$ cat src/rtl/pid_pkg.sv
// pid_pkg: shared width derivations and signed saturation helper for the
// PID velocity controller.
//   err_w/derr_w : widths of the error and derivative terms
//   prod_w       : width of (zero-extended unsigned gain) * (signed value)
//   max_i        : integer maximum, used for the summing width
//   sat_s        : clamp a signed value into a signed field of width w
package pid_pkg;

  localparam int SHIFT_DEF = 0;

  function automatic int err_w(input int vw);
    return vw + 1;
  endfunction

  function automatic int derr_w(input int vw);
    return vw + 2;
  endfunction

  // The gain gets one extra zero bit so it multiplies as a signed operand.
  function automatic int prod_w(input int gw, input int xw);
    return gw + 1 + xw;
  endfunction

  function automatic int max_i(input int a, input int b);
    return (a > b) ? a : b;
  endfunction

  function automatic logic signed [63:0] sat_s(input logic signed [63:0] v,
                                               input int w);
    logic signed [63:0] hi;
    logic signed [63:0] lo;
    hi = (64'sd1 <<< (w - 1)) - 64'sd1;
    lo = -hi - 64'sd1;
    if (v > hi) return hi;
    if (v < lo) return lo;
    return v;
  endfunction

endpackage

$ cat src/rtl/pid_vel_ctrl_if.sv
// pid_vel_ctrl_if: sample-in / result-out bundle of the PID controller.
//   sample_valid, target_vel, current_vel, Kp, Ki, Kd : sample side
//   out_vel, out_valid, sat                           : result side
// master = speed-estimator / consumer side, slave = controller.
interface pid_vel_ctrl_if #(
  parameter int VW = 8,
  parameter int GW = 4,
  parameter int OW = 9
);
  logic                 sample_valid;
  logic [VW-1:0]        target_vel;
  logic [VW-1:0]        current_vel;
  logic [GW-1:0]        Kp;
  logic [GW-1:0]        Ki;
  logic [GW-1:0]        Kd;
  logic signed [OW-1:0] out_vel;
  logic                 out_valid;
  logic                 sat;

  modport master (
    output sample_valid, target_vel, current_vel, Kp, Ki, Kd,
    input  out_vel, out_valid, sat
  );

  modport slave (
    input  sample_valid, target_vel, current_vel, Kp, Ki, Kd,
    output out_vel, out_valid, sat
  );
endinterface

$ cat src/rtl/pid_sat.sv
// pid_sat: combinational signed clamp of an IN_W-bit value into OUT_W bits.
//   d_i       : signed input
//   q_o       : clamped signed output
//   clamped_o : high when d_i was outside the OUT_W range
module pid_sat
  import pid_pkg::*;
#(
  parameter int IN_W  = 13,
  parameter int OUT_W = 12
) (
  input  logic signed [IN_W-1:0]  d_i,
  output logic signed [OUT_W-1:0] q_o,
  output logic                    clamped_o
);

  logic signed [63:0] wide;
  logic signed [63:0] clip;

  assign wide      = 64'(d_i);
  assign clip      = sat_s(wide, OUT_W);
  assign q_o       = clip[OUT_W-1:0];
  assign clamped_o = (clip != wide);

endmodule

$ cat src/rtl/pid_vel_ctrl.sv
// pid_vel_ctrl: 3-stage PID velocity controller with integrator anti-windup.
//   CLK, RST_N : clock and async active-low reset
//   EN         : enable; low synchronously clears all state
//   bus        : pid_vel_ctrl_if.slave (samples + gains in, result out)
// S1 forms err/derr and captures gains, S2 updates the integrator and forms
// the three products, S3 sums, shifts and clamps into out_vel.
module pid_vel_ctrl
  import pid_pkg::*;
#(
  parameter int VW    = 8,
  parameter int GW    = 4,
  parameter int OW    = 9,
  parameter int IW    = 12,
  parameter int SHIFT = SHIFT_DEF
) (
  input logic           CLK,
  input logic           RST_N,
  input logic           EN,
  pid_vel_ctrl_if.slave bus
);

  localparam int EW  = err_w(VW);
  localparam int DW  = derr_w(VW);
  localparam int PPW = prod_w(GW, EW);
  localparam int IPW = prod_w(GW, IW);
  localparam int DPW = prod_w(GW, DW);
  localparam int SW  = max_i(max_i(PPW, IPW), DPW) + 2;

  logic signed [EW-1:0]  err_prev_q, err1_q;
  logic signed [DW-1:0]  derr1_q;
  logic [GW-1:0]         kp1_q, ki1_q, kd1_q;
  logic                  first_q, v1_q, v2_q;
  logic signed [IW-1:0]  integ_q;
  logic signed [PPW-1:0] p2_q;
  logic signed [IPW-1:0] i2_q;
  logic signed [DPW-1:0] d2_q;
  logic signed [OW-1:0]  out_vel_q;
  logic                  out_valid_q, sat_q;

  logic signed [EW-1:0]  err_d;
  logic signed [DW-1:0]  derr_d;
  logic signed [IW:0]    isum_d;
  logic signed [IW-1:0]  iclamp_d, i_next;
  logic                  integ_clamped_unused;
  logic                  hold_d;
  logic signed [PPW-1:0] p_d;
  logic signed [IPW-1:0] i_d;
  logic signed [DPW-1:0] d_d;
  logic signed [SW-1:0]  sum_d, res_d;
  logic signed [OW-1:0]  out_d;
  logic                  out_clamped_d;

  // S1
  assign err_d  = $signed({1'b0, bus.target_vel}) - $signed({1'b0, bus.current_vel});
  assign derr_d = first_q ? '0 : (DW'(err_d) - DW'(err_prev_q));

  // S2: integrator clamp is silent; only the output clamp drives sat.
  assign isum_d = (IW+1)'(integ_q) + (IW+1)'(err1_q);
  pid_sat #(.IN_W(IW+1), .OUT_W(IW)) u_isat (
    .d_i(isum_d), .q_o(iclamp_d), .clamped_o(integ_clamped_unused)
  );
  // Freeze the integrator while the output is pinned and err pushes further out.
  assign hold_d = sat_q && (err1_q[EW-1] == out_vel_q[OW-1]);
  assign i_next = hold_d ? integ_q : iclamp_d;
  assign p_d    = $signed({1'b0, kp1_q}) * err1_q;
  assign i_d    = $signed({1'b0, ki1_q}) * i_next;
  assign d_d    = $signed({1'b0, kd1_q}) * derr1_q;

  // S3
  assign sum_d = SW'(p2_q) + SW'(i2_q) + SW'(d2_q);
  assign res_d = sum_d >>> SHIFT;
  pid_sat #(.IN_W(SW), .OUT_W(OW)) u_osat (
    .d_i(res_d), .q_o(out_d), .clamped_o(out_clamped_d)
  );

  always_ff @(posedge CLK or negedge RST_N) begin
    if (!RST_N) begin
      err_prev_q <= '0; err1_q <= '0; derr1_q <= '0;
      kp1_q <= '0; ki1_q <= '0; kd1_q <= '0;
      first_q <= 1'b1; v1_q <= 1'b0; v2_q <= 1'b0;
      integ_q <= '0; p2_q <= '0; i2_q <= '0; d2_q <= '0;
      out_vel_q <= '0; out_valid_q <= 1'b0; sat_q <= 1'b0;
    end else if (!EN) begin
      err_prev_q <= '0; err1_q <= '0; derr1_q <= '0;
      kp1_q <= '0; ki1_q <= '0; kd1_q <= '0;
      first_q <= 1'b1; v1_q <= 1'b0; v2_q <= 1'b0;
      integ_q <= '0; p2_q <= '0; i2_q <= '0; d2_q <= '0;
      out_vel_q <= '0; out_valid_q <= 1'b0; sat_q <= 1'b0;
    end else begin
      v1_q <= bus.sample_valid;
      if (bus.sample_valid) begin
        err1_q     <= err_d;
        derr1_q    <= derr_d;
        kp1_q      <= bus.Kp;
        ki1_q      <= bus.Ki;
        kd1_q      <= bus.Kd;
        err_prev_q <= err_d;
        first_q    <= 1'b0;
      end
      v2_q <= v1_q;
      if (v1_q) begin
        integ_q <= i_next;
        p2_q    <= p_d;
        i2_q    <= i_d;
        d2_q    <= d_d;
      end
      out_valid_q <= v2_q;
      if (v2_q) begin
        out_vel_q <= out_d;
        sat_q     <= out_clamped_d;
      end
    end
  end

  assign bus.out_vel   = out_vel_q;
  assign bus.out_valid = out_valid_q;
  assign bus.sat       = sat_q;

endmodule

$ cat src/flat_wrapper.sv
// flat-port wrapper written by rule: the top's interface ports become plain ports
module pid_vel_ctrl_flat import pid_pkg::*;
#(
  parameter int VW    = 8,
  parameter int GW    = 4,
  parameter int OW    = 9,
  parameter int IW    = 12,
  parameter int SHIFT = SHIFT_DEF
)
  (CLK, RST_N, EN, bus_sample_valid, bus_target_vel, bus_current_vel, bus_Kp, bus_Ki, bus_Kd, bus_out_vel, bus_out_valid, bus_sat);
  pid_vel_ctrl_if #(.VW(VW), .GW(GW), .OW(OW)) bus_i ();
  input logic CLK;
  input logic RST_N;
  input logic EN;
  input wire logic [$bits(bus_i.sample_valid)-1:0] bus_sample_valid;
  input wire logic [$bits(bus_i.target_vel)-1:0] bus_target_vel;
  input wire logic [$bits(bus_i.current_vel)-1:0] bus_current_vel;
  input wire logic [$bits(bus_i.Kp)-1:0] bus_Kp;
  input wire logic [$bits(bus_i.Ki)-1:0] bus_Ki;
  input wire logic [$bits(bus_i.Kd)-1:0] bus_Kd;
  output wire logic [$bits(bus_i.out_vel)-1:0] bus_out_vel;
  output wire logic [$bits(bus_i.out_valid)-1:0] bus_out_valid;
  output wire logic [$bits(bus_i.sat)-1:0] bus_sat;
  assign bus_i.sample_valid = bus_sample_valid;
  assign bus_i.target_vel = bus_target_vel;
  assign bus_i.current_vel = bus_current_vel;
  assign bus_i.Kp = bus_Kp;
  assign bus_i.Ki = bus_Ki;
  assign bus_i.Kd = bus_Kd;
  assign bus_out_vel = bus_i.out_vel;
  assign bus_out_valid = bus_i.out_valid;
  assign bus_sat = bus_i.sat;
  pid_vel_ctrl #(.VW(VW), .GW(GW), .OW(OW), .IW(IW), .SHIFT(SHIFT)) u_core (.CLK(CLK), .RST_N(RST_N), .EN(EN), .bus(bus_i));
endmodule
$ cat config.mk
export PLATFORM = sky130hd
export DESIGN_NAME = pid_vel_ctrl_flat
export DESIGN_NICKNAME = d
export VERILOG_FILES = /design/src/rtl/pid_pkg.sv /design/src/rtl/pid_vel_ctrl_if.sv /design/src/rtl/pid_sat.sv /design/src/rtl/pid_vel_ctrl.sv /design/src/flat_wrapper.sv
export SDC_FILE = /design/constraint.sdc
export NUM_CORES = 1
export LEC_CHECK = 0
export BUFFER_PORTS_ARGS = -buffer_cell sky130_fd_sc_hd__buf_2
export CAP_MARGIN = 25
export CORE_MARGIN = 2
export CORE_UTILIZATION = 23
export CTS_CLUSTER_SIZE = 40
export DETAILED_ROUTE_END_ITERATION = 12
export PLACE_DENSITY = 0.42
export REMOVE_ABC_BUFFERS = 1
export SLEW_MARGIN = 25
export SYNTH_ARGS = -nofsm -noshare
export SYNTH_HDL_FRONTEND = slang
export SYNTH_HIERARCHICAL = 1
export SYNTH_SLANG_ARGS = --single-unit
$ cat constraint.sdc
create_clock -name CLK -period 16.7 [get_ports CLK]
set_input_delay 3.34 -clock CLK [delete_from_list [all_inputs] [get_ports CLK]]
set_output_delay 3.34 -clock CLK [all_outputs]
set_load 0.05 [all_outputs]
==> out/metrics.cfg <==
[logic_synthesis]
synthCells=1341
post_synth.cell_area_avg_um2=8.83
netlist_area_um2=11800
yosys_warnings=6

[global_routing]
grt_max_degree=66
grt_first_pass_wirelength_mm=49.7
globalRouteOverflowTotal=0
grt_use_total=0.118
grt_pass1_vias=9050
antenna_found_initial=1

[cts]
cts_tree=yes
path_clk_slew_ps=80
clockBufferDepth=2
insertion_delay_ps=390
cts_resized=0
htree_levels=3
numCtsBuffers=9
cts.sinks=103
post_cts_buffers=0
ctsHoldBuffers=0
root_buffer=clkbuf_16

[power]
p_int_mw=0.523
seqPwrFrac=0.334
pwr-share-comb=0.398
p_sw_mw=0.354
swShare=0.404
power_leakage_nw=6.62
max-vdd-ir-drop_mv=0.0521
power_mw=0.877
clkPwrFrac=0.268
pwr_density_cell_nw_per_um2=67.1

[drt]
top_layer_used=met4
detail-route-antenna-nets=0
wl_met3_um=391
wl_mm=30.0
num_vias=8869
wl_met1_mm=15.1
drt_iter0_drc=335
drc_errors=0
via_per_inst=4.35
wl_met2_mm=14.0
firstDrtPassIters=5
wire_per_inst_um=14.7

[floorplan]
die_w_um=231
fp-row-count=83
design.die.area_um2=53300
pin_count=43
initial_utilization=0.232
coreArea_um2=51100
die_y_um=231

[timing]
setup-tns-final_ps=0
setup_viol=0
tightestPinTransition_ps=828
relSlewSlack=0.441
period_share=0.394
slew_viol_final=0
clock_skew_ps=12.5
rsz0062_at_grt=false
hold_ws_ps=517
period_needed_ps=6580
hold_violations=0
max_freq_mhz=152

[final_layout]
antenna_cells=0
seq_area_um2=2580
drive_gt1_frac=0.0641
area_growth_pct=10.3
fillers=5618
multi_input_area_um2=8330
nets=1603

[critical_path]
end_kind=flop
worstSetupPathType=flop to flop
ff2ff_setup_slack_ps=10120
crit_path_max_fanout=11
max_stage_delay_ps=610
crit_buf_inv=3
critPathLaunchType=flop
crit_slowest_cell=nor2b_1
arrival_ps=6880
crit_family=compound AO/OA/AOI/OAI gates
critPathRequiredTime_ps=17000

[flow_run]
cap_violations=0

[run_status]
status=finished clean

[placement]
dp.final_hpwl_mm=24.0
place_congestion=0.788
io_buffers=42

[min_path]
hp-class=flop to flop

sequential cells by signal (all words and copies together) (netlist names):
signal                flops
u_core/d2_q              15
u_core/first_q            1
u_core/v2_q               1
u_core/err1_q             9
u_core/integ_q           12
u_core/kd1_q              4
u_core/derr1_q           10
u_core/kp1_q              4
u_core/p2_q              14
u_core/i2_q              17
u_core/ki1_q              4
u_core/bus.sat            1
u_core/bus.out_valid      1
u_core/v1_q               1
u_core/bus.out_vel        9
path summary, 6_finish.rpt:
check | to | cells after the start | from
max | u_core/i2_q[13] | 25 | u_core/err1_q[0]
min | u_core/d2_q[11] | 2 | u_core/d2_q[11]
max reg2reg | u_core/i2_q[13] | 25 | u_core/err1_q[0]
min reg2reg | u_core/d2_q[11] | 2 | u_core/d2_q[11]
max in group asynchronous | u_core/v1_q | 2 | RST_N
min in group asynchronous | u_core/bus.out_vel[3] | 1 | RST_N
area by class of cell:
cell class | count | area share
clock buffers | 9 | 0.0172
clock inverters | 7 | 0.00594
inverters | 198 | 0.0569
multi-input cells | 992 | 0.637
flip-flops and latches | 103 | 0.197
well taps | 680 | 0.0651
repair buffers | 48 | 0.0200
routing by layer:
layer,vias to the layer above,track usage
met3,16,0.0121
li1,4525,-
met1,4266,0.159
met5,-,0
met4,0,0.0357
met2,62,0.199
power by group through the flow:
stage               logic, mW  clock network, mW  registers [mW]
CTS                     0.356              0.245           0.295
detailed placement      0.354                  0           0.300
global route            0.398              0.253           0.298
global placement        0.352                  0           0.300
floorplan               0.252                  0           0.296
finish                  0.349              0.235           0.293
cells in the final DEF (no fill, tap or decap), drive strengths merged, types with 4 or more instances in the layout:
cell type,count
xnor2,38
nor3,20
o31a,4
buf,48
ha,133
o211ai,11
fa,86
clkbuf,9
o21ai,45
o21a,18
nor2b,52
a21o,35
a21oi,70
a31oi,6
dfrtp,102
nand2,73
nand3b,7
nand2b,20
o21bai,5
nand4,9
and2,65
o221ai,4
nand3,16
nand4b,4
or3,6
o31ai,6
xor2,15
and3,5
a211oi,18
mux2i,62
nor2,100
a211o,5
o311ai,4
inv,201
worst register-to-register path, delay by kind of cell (launching register included):
| family | cells | cell delay [ps] |
|---|---|---|
| flops | 1 | 490 |
| mux | 1 | 140 |
| fa+ha+maj | 6 | 2280 |
| buf+inv | 3 | 150 |
| compound gates | 11 | 2390 |
| simple gates | 4 | 1030 |
per-stage QoR:
stage	instance area [um^2]	worst slack, ps	instances	utilization
2_1_floorplan	11600	10790	1293	-
3_3_place_gp	12800	10190	2021	0.250
3_5_place_dp	12800	10150	2021	0.250
4_1_cts	13100	10110	2037	0.256
5_1_grt	13100	9560	2037	0.256
6_report	13100	10120	2037	0.256
Power figures use the tool's default switching activity.
